$ cat src/rtl/fetch_unit_if.sv
// Instruction-memory request/response bus between the fetch stage and imem.
//  req    : read request valid (fetch -> mem)
//  addr   : word-aligned read address (fetch -> mem)
//  gnt    : request accepted this cycle (mem -> fetch)
//  rvalid : read data valid, in order, at least one cycle after grant (mem -> fetch)
//  rdata  : read data (mem -> fetch)
interface fetch_unit_if;
  logic        req;
  logic [31:0] addr;
  logic        gnt;
  logic        rvalid;
  logic [31:0] rdata;

  modport master (output req, addr, input gnt, rvalid, rdata);
  modport slave  (input req, addr, output gnt, rvalid, rdata);
endinterface

$ cat src/rtl/fetch_unit.sv
// Fetch stage producer. Generates the PC, issues instruction-memory reads, buffers
// returned words and presents {inst_f, pc_f, pc4_f} to the fetch/decode register.
// Ports:
//  clk, reset     clock (rising edge), asynchronous active-high reset
//  stall_f        hold the head instruction, do not pop
//  redirect       flush and refetch from redirect_pc (bits [1:0] forced to 0)
//  imem           instruction-memory bus (master side)
//  inst_f/pc_f    head instruction and its PC; pc4_f = pc_f + 4
//  valid_f        head holds a real fetched instruction
module fetch_unit #(
  parameter logic [31:0] RESET_PC  = 32'h0000_0000,
  parameter int unsigned BUF_DEPTH = 2,
  parameter logic [31:0] NOP_INST  = 32'h0000_0013
) (
  input  logic                clk,
  input  logic                reset,
  input  logic                stall_f,
  input  logic                redirect,
  input  logic [31:0]         redirect_pc,
  fetch_unit_if.master        imem,
  output logic [31:0]         inst_f,
  output logic [31:0]         pc_f,
  output logic [31:0]         pc4_f,
  output logic                valid_f
);

  localparam int unsigned PW = $clog2(BUF_DEPTH);
  localparam int unsigned CW = PW + 1;

  typedef logic [PW-1:0] ptr_t;
  typedef logic [CW-1:0] cnt_t;

  // Architectural state
  logic [31:0] fetch_pc_q, fetch_pc_d;
  cnt_t        out_q, out_d;     // requests granted but not yet returned
  cnt_t        drop_q, drop_d;   // returns still to be discarded after a redirect
  cnt_t        occ_q, occ_d;     // instruction buffer occupancy

  // In-flight PC queue: PCs of granted, non-discarded requests
  logic [31:0] ifq_pc_q [BUF_DEPTH];
  ptr_t        ifq_wr_q, ifq_rd_q;

  // Instruction buffer
  logic [31:0] buf_pc_q   [BUF_DEPTH];
  logic [31:0] buf_inst_q [BUF_DEPTH];
  ptr_t        buf_wr_q, buf_rd_q;

  logic [CW:0] used;
  logic        grant, resp, keep, discard, pop;

  always_comb begin
    used      = {1'b0, out_q} + {1'b0, occ_q};
    // Credit check counts words in flight as already buffered, so the buffer can
    // never overflow regardless of memory latency.
    imem.req  = !reset && !redirect && (used < (CW + 1)'(BUF_DEPTH));
    imem.addr = fetch_pc_q;

    grant   = imem.req && imem.gnt;
    resp    = imem.rvalid && (out_q != '0);
    discard = resp && (drop_q != '0);
    // A word returning during a redirect is part of the flush.
    keep    = resp && (drop_q == '0) && !redirect;
    pop     = valid_f && !stall_f && !redirect;

    out_d      = out_q + cnt_t'(grant) - cnt_t'(resp);
    fetch_pc_d = grant ? fetch_pc_q + 32'd4 : fetch_pc_q;
    drop_d     = drop_q - cnt_t'(discard);
    occ_d      = occ_q + cnt_t'(keep) - cnt_t'(pop);

    if (redirect) begin
      fetch_pc_d = redirect_pc & ~32'h3;
      drop_d     = out_d;
      occ_d      = '0;
    end
  end

  always_ff @(posedge clk or posedge reset) begin
    if (reset) begin
      fetch_pc_q <= RESET_PC;
      out_q      <= '0;
      drop_q     <= '0;
      occ_q      <= '0;
      ifq_wr_q   <= '0;
      ifq_rd_q   <= '0;
      buf_wr_q   <= '0;
      buf_rd_q   <= '0;
    end else begin
      fetch_pc_q <= fetch_pc_d;
      out_q      <= out_d;
      drop_q     <= drop_d;
      occ_q      <= occ_d;
      if (redirect) begin
        ifq_wr_q <= '0;
        ifq_rd_q <= '0;
        buf_wr_q <= '0;
        buf_rd_q <= '0;
      end else begin
        if (grant) ifq_wr_q <= ifq_wr_q + ptr_t'(1);
        if (keep) begin
          ifq_rd_q <= ifq_rd_q + ptr_t'(1);
          buf_wr_q <= buf_wr_q + ptr_t'(1);
        end
        if (pop) buf_rd_q <= buf_rd_q + ptr_t'(1);
      end
    end
  end

  // Storage arrays carry no reset; validity is tracked by the pointers/counters.
  always_ff @(posedge clk) begin
    if (grant) ifq_pc_q[ifq_wr_q] <= fetch_pc_q;
    if (keep) begin
      buf_pc_q[buf_wr_q]   <= ifq_pc_q[ifq_rd_q];
      buf_inst_q[buf_wr_q] <= imem.rdata;
    end
  end

  always_comb begin
    valid_f = (occ_q != '0);
    inst_f  = NOP_INST;
    pc_f    = 32'h0;
    pc4_f   = 32'h0;
    if (valid_f) begin
      inst_f = buf_inst_q[buf_rd_q];
      pc_f   = buf_pc_q[buf_rd_q];
      pc4_f  = buf_pc_q[buf_rd_q] + 32'd4;
    end
  end

  // A response with nothing outstanding is a memory protocol violation.
  a_rvalid_outstanding: assert property (@(posedge clk) disable iff (reset)
    !(imem.rvalid && (out_q == '0)));

endmodule

$ cat src/flat_wrapper.sv
// flat-port wrapper written by rule: the top's interface ports become plain ports
module fetch_unit_flat 
#(
  parameter logic [31:0] RESET_PC  = 32'h0000_0000,
  parameter int unsigned BUF_DEPTH = 2,
  parameter logic [31:0] NOP_INST  = 32'h0000_0013
)
  (clk, reset, stall_f, redirect, redirect_pc, inst_f, pc_f, pc4_f, valid_f, imem_req, imem_addr, imem_gnt, imem_rvalid, imem_rdata);
  fetch_unit_if imem_i ();
  input  logic clk;
  input  logic reset;
  input  logic stall_f;
  input  logic redirect;
  input  logic [31:0] redirect_pc;
  output logic [31:0] inst_f;
  output logic [31:0] pc_f;
  output logic [31:0] pc4_f;
  output logic valid_f;
  output wire logic [$bits(imem_i.req)-1:0] imem_req;
  output wire logic [$bits(imem_i.addr)-1:0] imem_addr;
  input wire logic [$bits(imem_i.gnt)-1:0] imem_gnt;
  input wire logic [$bits(imem_i.rvalid)-1:0] imem_rvalid;
  input wire logic [$bits(imem_i.rdata)-1:0] imem_rdata;
  assign imem_req = imem_i.req;
  assign imem_addr = imem_i.addr;
  assign imem_i.gnt = imem_gnt;
  assign imem_i.rvalid = imem_rvalid;
  assign imem_i.rdata = imem_rdata;
  fetch_unit #(.RESET_PC(RESET_PC), .BUF_DEPTH(BUF_DEPTH), .NOP_INST(NOP_INST)) u_core (.clk(clk), .reset(reset), .stall_f(stall_f), .redirect(redirect), .redirect_pc(redirect_pc), .imem(imem_i), .inst_f(inst_f), .pc_f(pc_f), .pc4_f(pc4_f), .valid_f(valid_f));
endmodule
$ cat config.mk
export PLATFORM = sky130hd
export DESIGN_NAME = fetch_unit_flat
export DESIGN_NICKNAME = d
export VERILOG_FILES = /design/src/rtl/fetch_unit_if.sv /design/src/rtl/fetch_unit.sv /design/src/flat_wrapper.sv
export SDC_FILE = /design/constraint.sdc
export NUM_CORES = 1
export LEC_CHECK = 0
export BUFFER_PORTS_ARGS = -buffer_cell sky130_fd_sc_hd__buf_2
export CAP_MARGIN = 5
export CORE_ASPECT_RATIO = 2
export CORE_MARGIN = 3
export CORE_UTILIZATION = 60
export DETAILED_ROUTE_END_ITERATION = 10
export GPL_TIMING_DRIVEN = 0
export PLACE_DENSITY = 0.95
export SYNTH_ARGS = -nofsm -noshare
export SYNTH_HDL_FRONTEND = slang
export SYNTH_SLANG_ARGS = --single-unit
export TNS_END_PERCENT = 10
$ cat constraint.sdc
create_clock -name clk -period 14 [get_ports clk]
set_clock_uncertainty 0.15 [all_clocks]
set_input_delay 4.2 -clock clk [delete_from_list [all_inputs] [get_ports clk]]
set_output_delay 4.2 -clock clk [all_outputs]
set_load 0.005 [all_outputs]
== Word level (Yosys, flattened, before mapping) ==
Memory sizes are Yosys's and may differ from the RTL's.
Cells that the tools add are included.
Cells by class
  $add $sub $neg: 12
  $lt $le $gt $ge: 1
  muxes and demuxes: 19
  reduce and logical (&&, ||, !) cells: 19
Operators by type and width (count)
  two-way mux 32 bit: 5
  adder 32 x 3 -> 32 bit, second input constant: 2
  two-way mux 1 bit: 12
  nonzero test 2 bit: 6
  logical AND 1 bit: 9
  subtractor 2 x 1 -> 2 bit: 3
  adder 1 bit, second input constant: 4
  adder 2 x 1 -> 2 bit: 2
  two-way mux 2 bit: 2
  adder 2 x 2 -> 3 bit: 1
  logical NOT 1 bit: 3
  less-than comparator 3 x 2 -> 1 bit, second input constant: 1
  logical NOT 2 bit: 1
Word-level totals
  bits in registers: 42
  RAM bits: 192
  input bits: 70
  output and inout bits: 130
  logic and storage cells: 62
  memories: 3
Memories
  u_core.buf_inst_q: words 2, bits a word 32, rd ports 1, clocked after memory_dff 0, wr ports 1, line fetch_unit.sv:45  | logic [31:0] buf_inst_q [BUF_DEPTH];
  u_core.buf_pc_q: words 2, bits a word 32, rd ports 1, clocked after memory_dff 0, wr ports 1, line fetch_unit.sv:44  | logic [31:0] buf_pc_q [BUF_DEPTH];
  u_core.ifq_pc_q: words 2, bits a word 32, rd ports 1, clocked after memory_dff 0, wr ports 1, line fetch_unit.sv:40  | logic [31:0] ifq_pc_q [BUF_DEPTH];

== Logic depth before layout (Yosys ltp) ==
Gate-level depths: netlist of run 1.
  word-level depth: 7
  mapped depth: 11
  mapped depth without buffers: 8

== Worst setup path after synthesis of run 1 ==
Ideal clock, no wire load.
  path kind: input -> register
  start: input redirect
  end: memory u_core.buf_inst_q[0][0], enable pin
  library setup time: 0.558 ns
  arrival time: 9.097 ns
  data required time: 13.292 ns
  slack: 4.194 ns
  cell stages on the path: 4
  buffers on the path: 3
  cells stage by stage: clkbuf_1 clkbuf_1 buf_1 nor3_1
On the way
  word-level cells in the longest chain between the ends: 4
RTL lines
  start, declared: line flat_wrapper.sv:13  | input logic redirect;
  logical NOT 1 bit: line fetch_unit.sv:62  | keep = resp && (drop_q == '0) && !redirect;
  logical AND 1 bit: line fetch_unit.sv:62
  two-way mux 1 bit: line fetch_unit.sv:111  | if (keep) begin
  two-way mux 1 bit (implied by the code): line fetch_unit.sv:113  | buf_inst_q[buf_wr_q] <= imem.rdata;
  end, declared: line fetch_unit.sv:45
No other way between the ends.

== Worst setup path after layout of run 1 ==
  start: input redirect
  end: output imem_req
On the way
  word-level cells in the longest chain between the ends: 3
RTL lines
  logical NOT 1 bit: line fetch_unit.sv:55  | imem.req = !reset && !redirect && (used < (CW + 1)'(BUF_DEPTH));
  logical AND 1 bit (2 in a row): line fetch_unit.sv:55
  end, declared: line flat_wrapper.sv:19  | output wire logic [$bits(imem_i.req)-1:0] imem_req;
No other way between the ends.

==> results of run 1 <==
==> stage by stage <==
stage	setup slack, ns	total power, W
floorplan	4.19	0.00112
global placement	1.88	0.00128
detailed placement	4.69	0.00130
CTS	4.68	0.00181
global route	4.60	0.00188
finish	4.66	0.00181
==> flip-flops by register name (all words and copies together), names as in the netlist, 2 cells and up <==
| register | flops |
|---|---|
| u_core.buf_inst_q | 64 |
| u_core.buf_pc_q | 60 |
| u_core.drop_q | 2 |
| u_core.ifq_pc_q | 60 |
| u_core.imem.addr | 30 |
| u_core.occ_q | 2 |
| u_core.out_q | 2 |
==> power groups by stage <==
stage / Clock [W] / Sequential, W / Combinational, W
2_1_floorplan: 0 / 0.000844 / 0.000273
3_3_place_gp: 0 / 0.000855 / 0.000428
3_5_place_dp: 0 / 0.000855 / 0.000449
4_1_cts: 0.000510 / 0.000841 / 0.000456
5_1_grt: 0.000539 / 0.000848 / 0.000495
6_report: 0.000509 / 0.000843 / 0.000459
==> worst paths after layout <==
| kind | end | from | cells past startpoint |
|---|---|---|---|
| min in group asynchronous | u_core.out_q[0] | reset | 2 |
| hold reg to reg | u_core.ifq_pc_q[0][8] | u_core.imem.addr[8] | 0 |
| hold / removal | u_core.ifq_pc_q[0][8] | u_core.imem.addr[8] | 0 |
| setup reg to reg | u_core.ifq_pc_q[0][26] | u_core.out_q[0] | 8 |
| max in group asynchronous | u_core.imem.addr[28] | reset | 2 |
| setup / recovery | imem_req | redirect | 3 |
==> Yosys cell counts (all sizes together) (11+ instances only) <==
cell type  number  area share, %
buf            30            1.6
clkbuf         16           0.58
nand4          20            1.5
nor2b          12           0.72
a22oi          13            1.1
xor2           14            1.2
o21ai          33            1.6
nor2           99            3.6
xnor2          12            1.0
nand3b         11           0.92
nor3           13           0.63
o311ai         13            1.1
mux2i          59            5.7
nand3          40            2.0
nand2          65            2.4
mux2           36            3.9
dfrtp          40            9.7
inv            14           0.51
edfxtp        184             53
==> cell families (layout without fill, tap and decap cells) <==
kind of cell | count (synthesis) | after routing
AND/OR/NAND/NOR | 290 | 290
flip-flops | 224 | 224
AO/OA/AOI/OAI | 110 | 110
multiplexers | 95 | 95
buffers and inverters | 60 | 289
XOR/XNOR | 26 | 26
adder cells (fa/ha/maj) | 7 | 7
other | 1 | 7
==> cell type report <==
type	count	area, µm²
sequential	224	6530
timing repair buffer	197	1040
inverter	14	52.6
antenna	1	2.50
fill	1101	4570
tap	207	259
buffer	46	229
clock inverter	8	76.3
clock buffer	24	508
multi-input combinational	534	3590
==> per-layer routing <==
metal,vias to the layer above,share of wire [%],global-route usage (%)
met2,492,54,53.0
li1,3484,-,-
met4,0,6.9,19.8
met1,3728,32,28.7
met5,-,0,0
met3,138,7.1,3.56
==> worst max-delay path, cell delays in order <==
cell and delay (ns):
buf_2 0.12, nor4_2 0.47, buf_2 0.20
==> metrics, run 1 <==
Slew HR 39.5%; Finished Cell Area 12300 µm²; largest net degree at the start of global routing 41; Slew @ Worst Pin 0.906 ns; grt ovf 0; worst vdd ir 0.100 mV; Core Region 16800 µm²; Synth Area in XOR/XNOR 2.20%; vias in the first global route 7934; crit share post-route 66.7%; Pint 0.00126 W; worst-path maximum fanout 5; final core utilization 72.9%; dpl hpwl 20.2 mm; first-pass GRT wire length 42.0 mm; setup bufs post-CTS 0; Post-synth ARST share 17.9%; layout cells sized above 1 28.6%; H-tree depth 1; Reg power frac 46.6%; Synth Instances 813; Max Cap Violations 0; Achievable Freq 107 MHz; startpoint types primary input; Num CTS Buffers 19; antenna-violating nets left 0; most common cell after layout, fill and taps aside buf_2; post-DR vias/cell 6.25; post-synthesis simple-gate area fraction 13.8%; P_leak 4.70 nW; Cell Rows 67; status completed; FF+latch count, synth 224; Chip Width 98.9 µm; post-route minimum period 9.34 ns; routability cong. 0.958; I/O pin count 200; first drt pass iteration count 6; All-Layer GR Usage 28.5%; r2r setup slk 10.43 ns; Remaining DRCs 0; antenna violations before repair 0; PortBufs 191; post-synthesis compound-gate area fraction 7.70%; WHS 0.363 ns; Post-Synth Adder-Cell Area 0.918%; Synth Flop Type edfxtp_1; Placed Area 11700 µm²; Cells after DPL 1222; EDFF count, synth 184; final std cells w/o fill 1255; WP data arrival 4.99 ns; initial core utilization 61.5%; clock sinks 224; Die ar. 19000 µm²; Clock Power Share 28.1%; largest family of logic cells by synthesized area simple AND/OR/NAND/NOR gates; clock root cell clkbuf_16; Vias 7842; post-CTS sizing 0; most frequent cells in the layout buf_2 (206), edfxtp_1 (184), nor2_1 (98), nand2_1 (65), mux2i_1 (59); Worst Setup End Kind output port; WL/cell 22.1 µm; Post-Syn Area per Cell 12.7 µm²; Mapped Area 10400 µm²; area grow syn2layout 18.5%; clock latency on the worst-skew pair 0.49 ns; Worst Path Required 9.65 ns; Die H 192 µm; Hold Crit Class reg2reg; Final Hold Viols 0; Setup TNS 0 ns; hold buffers post-CTS 0; Max clock buf depth 3; DR iter-0 viols 580; Synth cell types 64; CTS tree done; Max Slew Vio Count 0; Sw Pwr 0.000555 W; Final nets 1113; post-synthesis mux area share 9.61%; Clock transition at path regs 0.06 ns; RSZ-0062 raised after global routing no; Routed Wire Length 27.7 mm; sequential area share after synthesis 63.0%; final setup vio count 0; Combinational Power Share 25.4%; pwr dens 148 nW/µm²; Ys Warns 0; Sw Share 30.6%; CP Class in2out
Note: power is estimated with default switching activity, not from simulation.
==> run 2, diff against run 1 <==
--- a/config.mk
+++ b/config.mk
@@ -5,14 +5,15 @@
 export SDC_FILE = /design/constraint.sdc
 export NUM_CORES = 1
 export LEC_CHECK = 0
+export ABC_AREA = 1
 export BUFFER_PORTS_ARGS = -buffer_cell sky130_fd_sc_hd__buf_2
 export CAP_MARGIN = 5
 export CORE_ASPECT_RATIO = 2
 export CORE_MARGIN = 3
-export CORE_UTILIZATION = 60
+export CORE_UTILIZATION = 56
 export DETAILED_ROUTE_END_ITERATION = 10
 export GPL_TIMING_DRIVEN = 0
-export PLACE_DENSITY = 0.95
+export PLACE_DENSITY = 0.92
 export SYNTH_ARGS = -nofsm -noshare
 export SYNTH_HDL_FRONTEND = slang
 export SYNTH_SLANG_ARGS = --single-unit
==> constraint.sdc (replaced) <==
create_clock -name clk -period 8.68 [get_ports clk]
set_clock_uncertainty 0.15 [all_clocks]
set_input_delay 2.604 -clock clk [delete_from_list [all_inputs] [get_ports clk]]
set_output_delay 2.604 -clock clk [all_outputs]
set_load 0.005 [all_outputs]
==> metrics, run 2 <==
status completed; All-Layer GR Usage 26.1%; Cells after DPL 1558; Chip Width 104 µm; max reg flops 64; DP Worst Slack 2.60 ns; first drt pass iteration count 6; DR iter-0 viols 480; pwr dens 242 nW/µm²; Routed Wire Length 27.6 mm; Largest regs u_core.buf_inst_q (64), u_core.buf_pc_q (60), u_core.ifq_pc_q (60); CP endpoint imem_req; P_leak 5.59 nW; r2r endpoint u_core.ifq_pc_q[1][31]; Area contributors post-synth edfxtp_1 (52%), nand2_1 (12%), dfrtp_1 (9.3%); Die ar. 20900 µm²; grt ovf 0; Worst Path Required 5.93 ns; Commonest cells post-synth nand2_1 (332), edfxtp_1 (184), inv_1 (118); Achievable Freq 165 MHz; r2r setup slk 5.68 ns; Max Cap Violations 0; Setup TNS 0 ns; vias in the first global route 8719; post-route minimum period 6.06 ns; hold buffers post-CTS 0; CTS tree done; routability cong. 0.951; final setup vio count 0; Clock transition at path regs 0.07 ns; Max clock buf depth 3; Num CTS Buffers 19; clock latency on the worst-skew pair 0.49 ns; dpl hpwl 21.0 mm; post-DR vias/cell 5.30; first-pass GRT wire length 43.5 mm; Synth cell types 36; final std cells w/o fill 1592; post-synth top area cell edfxtp_1; setup bufs post-CTS 0; Synth Flop Type edfxtp_1; largest net degree at the start of global routing 37; CP Class in2out; antenna-violating nets left 0; count leader, synth nand2_1; most frequent cells in the layout nand2_1 (332), buf_2 (194), edfxtp_1 (184), inv_1 (116), nor2_1 (96); top cell type's share of synthesized area 51.5%; Hold Crit Class reg2reg; startpoint types primary input; Remaining DRCs 0; Post-synth ARST share 17.9%; EDFF count, synth 184; worst vdd ir 0.158 mV; Max Slew Vio Count 0; WL/cell 17.3 µm; largest family of logic cells by synthesized area simple AND/OR/NAND/NOR gates; Slew @ Worst Pin 0.759 ns; area grow syn2layout 18.9%; Worst path slowest cell inv_1; Final nets 1401; post-synthesis compound-gate area fraction 5.84%; Worst setup startpoint redirect; worst-path maximum fanout 5; final setup margin 2.62 ns; Ys Warns 0; sequential area share after synthesis 60.8%; worst reg-to-reg path cell count 10; post-CTS sizing 0; CP max stage delay 0.26 ns; H-tree depth 1; crit share post-route 69.8%; largest reg by FF count u_core.buf_inst_q; clock sinks 224; FF+latch count, synth 224; clock root cell clkbuf_16; post-synthesis mux area share 3.15%; antenna violations before repair 0; critical-path cell list buf_2, inv_1, nand3_1, inv_1, buf_2; I/O pin count 200; diode count 0; WP data arrival 3.30 ns; Final Hold Viols 0; post-synthesis simple-gate area fraction 20.9%; most common cell after layout, fill and taps aside nand2_1; Crit Reg-Reg Startpoint u_core.occ_q[0]; Slew HR 49.4%; Worst Setup End Kind output port; Post-Synth Adder-Cell Area 0.887%; RSZ-0062 raised after global routing no; Synth Instances 1098; Core Region 18800 µm²; initial core utilization 56.9%; Synth Area in XOR/XNOR 1.88%; layout cells sized above 1 23.5%; PortBufs 191; Mapped Area 10700 µm²; Vias 8437; Cell Rows 71; Die H 202 µm; Post-Syn Area per Cell 9.77 µm²; Hold Crit Start u_core.ifq_pc_q[1][20]
[run 2: cell types whose count changed after synthesis, sizes merged, moves of 9 or more]
cell	previous run	this run
nor2b	12	0
o21ai	33	43
nand3	40	57
nand4	20	7
o21bai	1	13
inv	14	121
nand3b	11	2
nor2	99	112
o311ai	13	0
a21oi	10	46
mux2i	59	0
nand2	65	340
a22oi	13	1
[run 2: per-stage QoR]
stage | total power (W) | util (%) | hold WS, ns | cell area (µm²)
2_1_floorplan | 0.00193 | - | 0.357 | 10700
3_3_place_gp | 0.00224 | 63.8 | 0.388 | 12000
3_5_place_dp | 0.00228 | 64.5 | 0.398 | 12200
4_1_cts | 0.00310 | 67.7 | 0.417 | 12800
5_1_grt | 0.00325 | 67.7 | 0.428 | 12800
6_report | 0.00309 | 67.7 | 0.418 | 12800
[run 2: metal layers]
metal  part of all wire (%)  track usage (%)
met3                    5.7             3.34
met4                    7.6             18.8
met2                     55             49.5
met1                     32             25.5
met5                      0                0
[run 2: cell families (layout without fill, tap and decap cells)]
| group | count (synthesis) | in the layout |
|---|---|---|
| adder cells (fa/ha/maj) | 7 | 7 |
| flip-flops | 224 | 224 |
| AO/OA/AOI/OAI | 113 | 113 |
| AND/OR/NAND/NOR | 535 | 535 |
| other | 1 | 6 |
| buffers and inverters | 165 | 399 |
| multiplexers | 30 | 30 |
| XOR/XNOR | 23 | 23 |
[run 2: critical path, delay by kind of cell]
family                 cells  cell delay [ns]
AND/OR/NAND/NOR            1             0.12
buffers and inverters      4             0.57
[run 2: worst min-delay path by stage]
stage                                   to  slack [ns]  cells past startpoint
floorplan           u_core.ifq_pc_q[0][30]        0.36                      0
global placement           u_core.buf_wr_q        0.39                      2
detailed placement  u_core.buf_pc_q[1][24]        0.40                      1
CTS                 u_core.buf_pc_q[1][20]        0.42                      1
global route        u_core.buf_pc_q[0][11]        0.43                      1
finish              u_core.buf_pc_q[1][20]        0.42                      1
[run 2: final cells by class]
| type | count | area (µm²) |
|---|---|---|
| Tap cell | 255 | 319 |
| Inverter | 121 | 454 |
| Sequential cell | 224 | 6530 |
| Fill cell | 1447 | 6080 |
| Clock buffer | 21 | 493 |
| Multi-Input combinational cell | 714 | 3540 |
| Timing Repair Buffer | 200 | 1080 |
| Clock inverter | 13 | 113 |
| Buffer | 44 | 236 |
[run 2: report_power, final]
part | leakage (nW) | internal, W | switching [W]
Clock | 0.295 | 0.000447 | 0.000370
Sequential | 2.16 | 0.00130 | 0.0000798
Combinational | 3.13 | 0.000320 | 0.000568
==> run 3, diff against run 2 <==
--- a/config.mk
+++ b/config.mk
@@ -5,7 +5,7 @@
 export SDC_FILE = /design/constraint.sdc
 export NUM_CORES = 1
 export LEC_CHECK = 0
-export ABC_AREA = 1
+export ABC_AREA = 0
 export BUFFER_PORTS_ARGS = -buffer_cell sky130_fd_sc_hd__buf_2
 export CAP_MARGIN = 5
 export CORE_ASPECT_RATIO = 2
@@ -13,7 +13,7 @@
 export CORE_UTILIZATION = 56
 export DETAILED_ROUTE_END_ITERATION = 10
 export GPL_TIMING_DRIVEN = 0
-export PLACE_DENSITY = 0.92
+export PLACE_DENSITY = 0.93
 export SYNTH_ARGS = -nofsm -noshare
 export SYNTH_HDL_FRONTEND = slang
 export SYNTH_SLANG_ARGS = --single-unit
==> constraint.sdc (replaced) <==
create_clock -name clk -period 5.8 [get_ports clk]
set_clock_uncertainty 0.15 [all_clocks]
set_input_delay 1.74 -clock clk [delete_from_list [all_inputs] [get_ports clk]]
set_output_delay 1.74 -clock clk [all_outputs]
set_load 0.005 [all_outputs]
==> metrics, run 3 (same netlist as run 1, synthesis figures left out) <==
most common cell after layout, fill and taps aside buf_2; Placed Area 11700 µm²; final-layout fill cell count 1220; pwr dens 365 nW/µm²; post-DR vias/cell 6.15; largest reg by FF count u_core.buf_inst_q; hold-critical path endpoint u_core.ifq_pc_q[0][8]; Finished Cell Area 12400 µm²; Max clock buf depth 3; Worst Path Required 3.91 ns; r2r endpoint u_core.ifq_pc_q[0][6]; dpl hpwl 19.9 mm; RSZ-0062 raised after global routing no; PortBufs 191; Routed Wire Length 27.1 mm; Hold Crit Start u_core.imem.addr[8]; Worst Setup End Kind output port; final setup vio count 0; clock sinks 224; WP data arrival 3.71 ns; Largest regs u_core.buf_inst_q (64), u_core.buf_pc_q (60), u_core.ifq_pc_q (60); most frequent cells in the layout buf_2 (206), edfxtp_1 (184), nor2_1 (98), nand2_1 (65), mux2i_1 (59); vias in the first global route 7837; final setup margin 0.201 ns; Final nets 1112; Max Slew Vio Count 0; WL/cell 21.5 µm; startpoint types flop; post-CTS sizing 0; Vias 7752; antenna-violating nets left 0; CTS tree done; Slew HR 37.1%; initial core utilization 57.7%; Final Hold Viols 0; antenna violations before repair 0; worst reg-to-reg path cell count 8; Core Region 18000 µm²; P_leak 4.74 nW; All-Layer GR Usage 26.2%; clock latency on the worst-skew pair 0.48 ns; grt ovf 0; final std cells w/o fill 1260; r2r setup slk 2.21 ns; Hold Crit Class reg2reg; worst vdd ir 0.213 mV; max reg flops 64; Die ar. 20300 µm²; largest net degree at the start of global routing 41; crit share post-route 96.5%; DR iter-0 viols 500; Max Cap Violations 0; Achievable Freq 179 MHz; Die H 198 µm; I/O pin count 200; H-tree depth 1; post-route minimum period 5.60 ns; Crit Reg-Reg Startpoint u_core.occ_q[0]; layout cells sized above 1 28.5%; routability cong. 0.940; area grow syn2layout 19.8%; Slew @ Worst Pin 0.940 ns; first-pass GRT wire length 40.9 mm; diode count 0; Cells after DPL 1226; Hold Path Cell Cnt 0; CP Class reg2out; first drt pass iteration count 5; Num CTS Buffers 19; Chip Width 102 µm; DP Worst Slack 0.557 ns; worst-path maximum fanout 10; Cell Rows 69; Remaining DRCs 0; Clock transition at path regs 0.07 ns; Tot Pwr 0.00453 W; clock root cell clkbuf_16; status completed
==> run 3: cell types whose count changed in the layout (fill, tap and decap cells not counted), moves of 16 or more <==
cell,previous run,this run
nand2_1,332,65
a21oi_1,46,10
inv_1,116,13
mux2i_1,0,59
nand3_1,54,38
o21ai_0,39,21
==> run 3: worst max-delay path by stage <==
stage	start	end	slack, ns	depth (start not counted)
finish	u_core.buf_rd_q	pc4_f[22]	0.20	13
global route	u_core.buf_rd_q	pc4_f[22]	0.09	13
CTS	u_core.buf_rd_q	pc4_f[26]	0.03	12
detailed placement	u_core.buf_rd_q	pc4_f[26]	0.56	12
global placement	redirect	u_core.buf_inst_q[0][29]	-1.17	5
floorplan	redirect	u_core.buf_inst_q[0][0]	0.39	4
==> run 3: through the flow <==
| step | setup TNS, ns | utilization (%) | hold slack, ns |
|---|---|---|---|
| after floorplan | 0 | - | 0.331 |
| after global placement | -72.16 | 64.6 | 0.322 |
| after detailed placement | 0 | 65.2 | 0.348 |
| after CTS | 0 | 69.0 | 0.368 |
| after global routing | 0 | 69.1 | 0.380 |
| final | 0 | 69.1 | 0.369 |
==> run 3: area by class of cell <==
type	count	area, µm²	share of cell area, %
Sequential cell	224	6530	52.6
Multi-Input combinational cell	534	3590	29.0
Timing Repair Buffer	196	1070	8.59
Clock buffer	26	533	4.30
Tap cell	213	267	2.15
Buffer	46	229	1.85
Clock inverter	7	143	1.15
Inverter	14	52.6	0.423
==> run 3: critical path: stages, from the launching register on <==
cell and delay [ns]:
dfrtp_1 0.34, buf_6 0.17, buf_6 0.17, buf_2 0.24
buf_2 0.36, mux2_2 0.26, ha_1 0.21, inv_1 0.10
a211oi_4 0.21, buf_12 0.16, and3_1 0.28, a31oi_1 0.12
nor3_1 0.40, buf_2 0.20
==> run 3: timing repair <==
| action | CTS | global route |
|---|---|---|
| setup buffers | 0 | 1 |
| hold buffers | 0 | 0 |
| setup endpoints to repair | 0 | 4 |
==> run 3: metal layers <==
| layer | vias to the layer above | GRT usage, % | part of all wire [%] |
|---|---|---|---|
| met2 | 482 | 48.1 | 55 |
| met5 | - | 0 | 0 |
| met1 | 3665 | 26.8 | 31 |
| met4 | 0 | 17.8 | 6.8 |
| li1 | 3484 | - | - |
| met3 | 121 | 3.24 | 7.7 |
==> run 3: where the power goes <==
group	internal, W	total [W]	switching, W
registers	0.00192	0.00203	0.000114
logic	0.000449	0.00111	0.000665
clock network	0.000826	0.00138	0.000550
total	0.00320	0.00453	0.00133
